--- src/rtl/floo_ring_on_mesh_mcast_fork_pkg.sv ---
// Shared definitions for the ring-on-mesh multicast fork: output port
// indices, default route count and a popcount helper.
package floo_ring_on_mesh_mcast_fork_pkg;

  // Output port indices of a router input; Eject delivers to the local tile.
  typedef enum logic [2:0] {
    Eject = 3'd0,
    North = 3'd1,
    East  = 3'd2,
    South = 3'd3,
    West  = 3'd4
  } route_dir_e;

  localparam int unsigned NumMeshRoutes = 5;

  // Number of set bits in a (zero-extended) mask of up to 32 bits.
  function automatic logic [5:0] popcount(input logic [31:0] vec);
    logic [5:0] cnt;
    cnt = '0;
    for (int i = 0; i < 32; i++) begin
      cnt = cnt + {5'd0, vec[i]};
    end
    return cnt;
  endfunction

endpackage

--- src/rtl/floo_ring_on_mesh_mcast_fork.sv ---
// Multicast fork: replicates one flit to every output selected in a
// multi-hot route mask. Each output completes its own valid/ready handshake;
// the input is released once all selected outputs have taken their copy.
// The data path is purely combinational; sent_q remembers which outputs were
// already served for the flit currently presented.
// Optional build macro FLOO_MCAST_FORK_STATS_EN adds multicast and copy
// counters (mcast_cnt_o, copy_cnt_o).
module floo_ring_on_mesh_mcast_fork
  import floo_ring_on_mesh_mcast_fork_pkg::*;
#(
  parameter int unsigned NumRoutes = NumMeshRoutes,
  parameter type         flit_t    = logic,
  parameter bit          DropEmpty = 1'b1
) (
  input  logic                 clk_i,
  input  logic                 rst_ni,
  input  logic                 valid_i,
  output logic                 ready_o,
  input  flit_t                channel_i,
  input  logic [NumRoutes-1:0] route_sel_i,
  output logic [NumRoutes-1:0] valid_o,
  input  logic [NumRoutes-1:0] ready_i,
  output flit_t                channel_o [NumRoutes],
  output logic                 drop_o
`ifdef FLOO_MCAST_FORK_STATS_EN
  ,
  output logic [31:0]          mcast_cnt_o,
  output logic [31:0]          copy_cnt_o
`endif
);

  logic [NumRoutes-1:0] sent_q, sent_d;
  logic [NumRoutes-1:0] done;
  logic [NumRoutes-1:0] out_hs;
  logic                 mask_empty;
  logic                 in_hs;

  // Every output carries the same flit; only valid_o differs per port.
  for (genvar i = 0; i < NumRoutes; i++) begin : gen_channel
    assign channel_o[i] = channel_i;
  end

  // Handshake logic: present the flit to unserved selected outputs and
  // release the input once every selected output is served or ready now.
  always_comb begin
    valid_o    = '0;
    ready_o    = 1'b0;
    drop_o     = 1'b0;
    mask_empty = (route_sel_i == '0);
    done       = ~route_sel_i | sent_q | ready_i;
    if (!mask_empty) begin
      valid_o = {NumRoutes{valid_i}} & route_sel_i & ~sent_q;
      ready_o = valid_i & (&done);
    end else if (DropEmpty) begin
      ready_o = valid_i;
      drop_o  = valid_i;
    end
    out_hs = valid_o & ready_i;
    in_hs  = valid_i & ready_o;
    sent_d = in_hs ? '0 : (sent_q | out_hs);
  end

  // Served-output bookkeeping for the flit in flight.
  always_ff @(posedge clk_i or negedge rst_ni) begin
    if (!rst_ni) begin
      sent_q <= '0;
    end else begin
      sent_q <= sent_d;
    end
  end

`ifdef FLOO_MCAST_FORK_STATS_EN
  logic [31:0] mcast_cnt_q, mcast_cnt_d;
  logic [31:0] copy_cnt_q, copy_cnt_d;

  // Count accepted multicast flits and delivered copies; both wrap at 2^32.
  always_comb begin
    mcast_cnt_d = mcast_cnt_q;
    copy_cnt_d  = copy_cnt_q + 32'(popcount(32'(out_hs)));
    if (in_hs && (popcount(32'(route_sel_i)) > 6'd1)) begin
      mcast_cnt_d = mcast_cnt_q + 32'd1;
    end
  end

  // Statistics counter registers.
  always_ff @(posedge clk_i or negedge rst_ni) begin
    if (!rst_ni) begin
      mcast_cnt_q <= '0;
      copy_cnt_q  <= '0;
    end else begin
      mcast_cnt_q <= mcast_cnt_d;
      copy_cnt_q  <= copy_cnt_d;
    end
  end

  assign mcast_cnt_o = mcast_cnt_q;
  assign copy_cnt_o  = copy_cnt_q;
`endif

`ifndef TARGET_SYNTHESIS
  // A partially forked flit must stay presented and unchanged until released.
  a_valid_held : assert property (@(posedge clk_i) disable iff (!rst_ni)
    (|sent_q) |-> valid_i);
  a_flit_stable : assert property (@(posedge clk_i) disable iff (!rst_ni)
    (|sent_q) |-> ($stable(channel_i) && $stable(route_sel_i)));
`endif

endmodule

--- config.mk ---
export PLATFORM = sky130hd
export DESIGN_NAME = floo_ring_on_mesh_mcast_fork
export DESIGN_NICKNAME = d
export VERILOG_FILES = /design/src/rtl/floo_ring_on_mesh_mcast_fork_pkg.sv /design/src/rtl/floo_ring_on_mesh_mcast_fork.sv
export SDC_FILE = /design/constraint.sdc
export NUM_CORES = 1
export LEC_CHECK = 0
export ABC_AREA = 1
export CAP_MARGIN = 20
export CELL_PAD_IN_SITES_DETAIL_PLACEMENT = 0
export CELL_PAD_IN_SITES_GLOBAL_PLACEMENT = 1
export CORE_MARGIN = 8
export CORE_UTILIZATION = 21
export DETAILED_ROUTE_END_ITERATION = 6
export PLACE_DENSITY = 0.83
export SYNTH_ARGS = -nofsm -noshare
export SYNTH_HDL_FRONTEND = slang
export SYNTH_SLANG_ARGS = --single-unit
--- constraint.sdc ---
create_clock -name clk_i -period 1.28 [get_ports clk_i]
set_clock_uncertainty 0.2 [all_clocks]
set_input_delay 0.192 -clock clk_i [delete_from_list [all_inputs] [get_ports clk_i]]
set_output_delay 0.192 -clock clk_i [all_outputs]
set_load 0.01 [all_outputs]
==> results.py <==
metrics = {
    "synthesis": {
        "seq_area_frac_synth": 0.3356,
        "yosysTopAreaCellShare": 0.3356,
        "post_synth_num_cell_types": 15,
        "yosysWarnings": 0,
        "synthCells": 53,
        "synthesis.area_um2": 372.9,
        "syn_avg_cell_area_um2": 7.035,
        "synth.area.top_cells": "dfrtp_1, inv_1, buf_4",
        "synth_fp_nets": 67,
        "yosysTopAreaCell": "dfrtp_1",
        "ys_seq_elements": 5,
    },
    "final_layout": {
        "multi_input_area_um2": 205.2,
        "area_growth_pct": 87.58,
        "top_register": "sent_q",
        "fill_cells": 183,
        "largest_register_ff_count": 5,
        "final_cell_mix": "buf_4, buf_2, inv_1",
        "register_area_um2": 125.1,
        "num_antenna_cells": 0,
        "largest_registers": "sent_q (5)",
        "final_nets": 101,
        "final_layout_size_suffix_gt1_frac": 0.5581,
        "layout_commonest_cell": "buf_4",
    },
    "sta": {
        "setup_viol": 7,
        "slew_headroom": 0.8246,
        "hold_slack_ns": 0.09235,
        "drv_slew": 0,
        "hold_violations": 0,
        "max_freq_mhz": 660.3,
        "tns_ns": -0.8635,
        "rsz0062_at_grt": "true",
        "period_minus_slack_ns": 1.514,
        "tightest_slew_ns": 0.2623,
        "finalCritPeriodShare": 1.183,
        "setup_ws_ns": -0.2344,
    },
    "worst_setup_path": {
        "r2r_slack_ns": 0.01,
        "critical_path_buf_inv_count": 1,
        "cp_slowest_cell": "dfrtp_1",
        "critPathCaptureType": "primary output",
        "arrival_ns": 1.12,
        "crit_end": "ready_o",
        "cp_top_family": "flip-flops",
        "start_kind": "flop",
        "criticalPathCategory": "flop to primary output",
        "r2r_cells": 5,
        "critPathMaxStageDelay_ns": 0.38,
        "r2r-start": "sent_q[2]",
        "crit_required_ns": 0.89,
        "crit_cells": 5,
        "crit_path_max_fanout": 3,
        "timing.rr.end": "sent_q[2]",
        "worstSetupStartpoint": "sent_q[0]",
        "crit_chain": "nor2_1 > nand2_1 > nand2_2 > nor3_2 > buf_2",
    },
    "floorplan": {
        "start_util": 0.2207,
        "rows": 15,
        "die_w_um": 58.14,
        "die_h_um": 58.14,
        "dieArea_um2": 3380,
        "core_area_um2": 1689,
        "pin_count": 26,
    },
    "drt": {
        "drtAntennaViolNets": 0,
        "wl_um": 1319,
        "dr.pass1.iters": 2,
        "drtIter0Drc": 7,
        "via_count": 463,
        "drt-vias-per-instance": 4.495,
        "wire_per_inst_um": 12.81,
        "drc": 0,
    },
    "power": {
        "sequentialPowerShare": 0.305,
        "power_mw": 0.7444,
        "p_clk_frac": 0.245,
        "switchingPower_mw": 0.2517,
        "max-vdd-ir-drop_mv": 0.3626,
        "swShare": 0.3382,
        "p_int_mw": 0.4927,
        "power_density_nw_per_um2": 1064,
        "comb_power_share": 0.450,
        "p_leak_nw": 0.3685,
    },
    "run_status": {
        "violations": "negative setup slack",
        "status": "complete, but fails checks",
    },
    "worst_hold_path": {
        "holdPathStages": 3,
        "min_path_type": "primary input to flop",
    },
    "placement": {
        "dp_hpwl_um": 972.4,
        "place_congestion": 0.7107,
        "port_buffers": 19,
    },
    "clock_network": {
        "cts.path.max_buffers": 2,
        "cts.clk_slew.worst_paths_ns": 0.05,
        "cts_buffers": 3,
        "ctsRootBufferMaster": "clkbuf_4",
        "cts_tree": "yes",
        "clock_latency_ns": 0.24,
        "h-tree-depth": 1,
        "cts_sinks": 5,
    },
    "grt": {
        "first_global_vias": 522,
        "gr-usage-all-layers": 0.08153,
        "grt_first_pass_wirelength_um": 2152,
        "antenna_found_initial": 0,
        "overflow": 0,
        "grt_max_degree": 7,
    },
    "job": {
        "maxCapViolCount": 0,
    },
}
## cell families (layout without fill, tap and decap cells)
family	after synthesis	in the layout	synth area share
flops	5	5	0.3356
simple gates	19	19	0.2718
buf+inv	19	52	0.2416
compound gates	10	10	0.1510
## cell usage after synthesis, drive strengths merged
| cell | n |
|---|---|
| buf | 5 |
| nor2 | 3 |
| inv | 14 |
| dfrtp | 5 |
| nand2 | 5 |
| nand3 | 2 |
| a21oi | 5 |
| a31oi | 5 |
| nor3 | 7 |
| nand4 | 1 |
| nand3b | 1 |
## layer usage
metal | share of wire | vias to the layer above | global-route usage
li1 | - | 236 | -
met1 | 0.37 | 218 | 0.07412
met2 | 0.55 | 9 | 0.1465
met3 | 0.088 | 0 | 0.03753
met4 | 0 | 0 | 0.04545
met5 | 0 | - | 0
## power groups by stage
stage	Clock, mW	Combinational (mW)	Sequential (mW)
final	0.183	0.335	0.227
after global routing	0.205	0.363	0.231
after CTS	0.192	0.290	0.222
after detailed placement	0	0.273	0.221
after global placement	0	0.269	0.221
after floorplan	0	0.131	0.223
## how the worst min path moves through the flow
stage | start | to
after floorplan | rst_ni | sent_q[0]
after global placement | channel_i | channel_o[4]
after detailed placement | channel_i | channel_o[4]
after CTS | route_sel_i[0] | sent_q[0]
after global routing | route_sel_i[3] | sent_q[3]
final | route_sel_i[3] | sent_q[3]
## cell type report
cell class / count / area share
repair buffers: 34 / 0.3810
multi-input cells: 29 / 0.2934
flip-flops and latches: 5 / 0.1789
inverters: 14 / 0.07871
clock buffers: 4 / 0.03757
well taps: 17 / 0.03041
## worst reg2reg max path, stage by stage, from the launching register on
cell	delay (ns)
dfrtp_1	0.36
nand3b_1	0.13
nand2_2	0.07
buf_4	0.14
nor2_4	0.16
a21oi_1	0.09
## metrics by stage
stage / cells / util / instance area (µm²) / worst slack (ns)
after global placement: 92 / 0.3593 / 606.8 / -0.7694
after CTS: 102 / 0.3911 / 660.6 / -0.2396
after global routing: 103 / 0.4141 / 699.4 / -0.3014
final: 103 / 0.4141 / 699.4 / -0.2344
after detailed placement: 92 / 0.3593 / 606.8 / -0.8210
after floorplan: 53 / - / 372.9 / 0.03156
## timing repair
action                     CTS  global route
buffers inserted             5             2
resized for setup           63             8
pin swaps                   11            10
hold buffers                 1             0
setup endpoints to repair   12            11
hold endpoints to repair     5             0
Power figures use the tool's default switching activity.
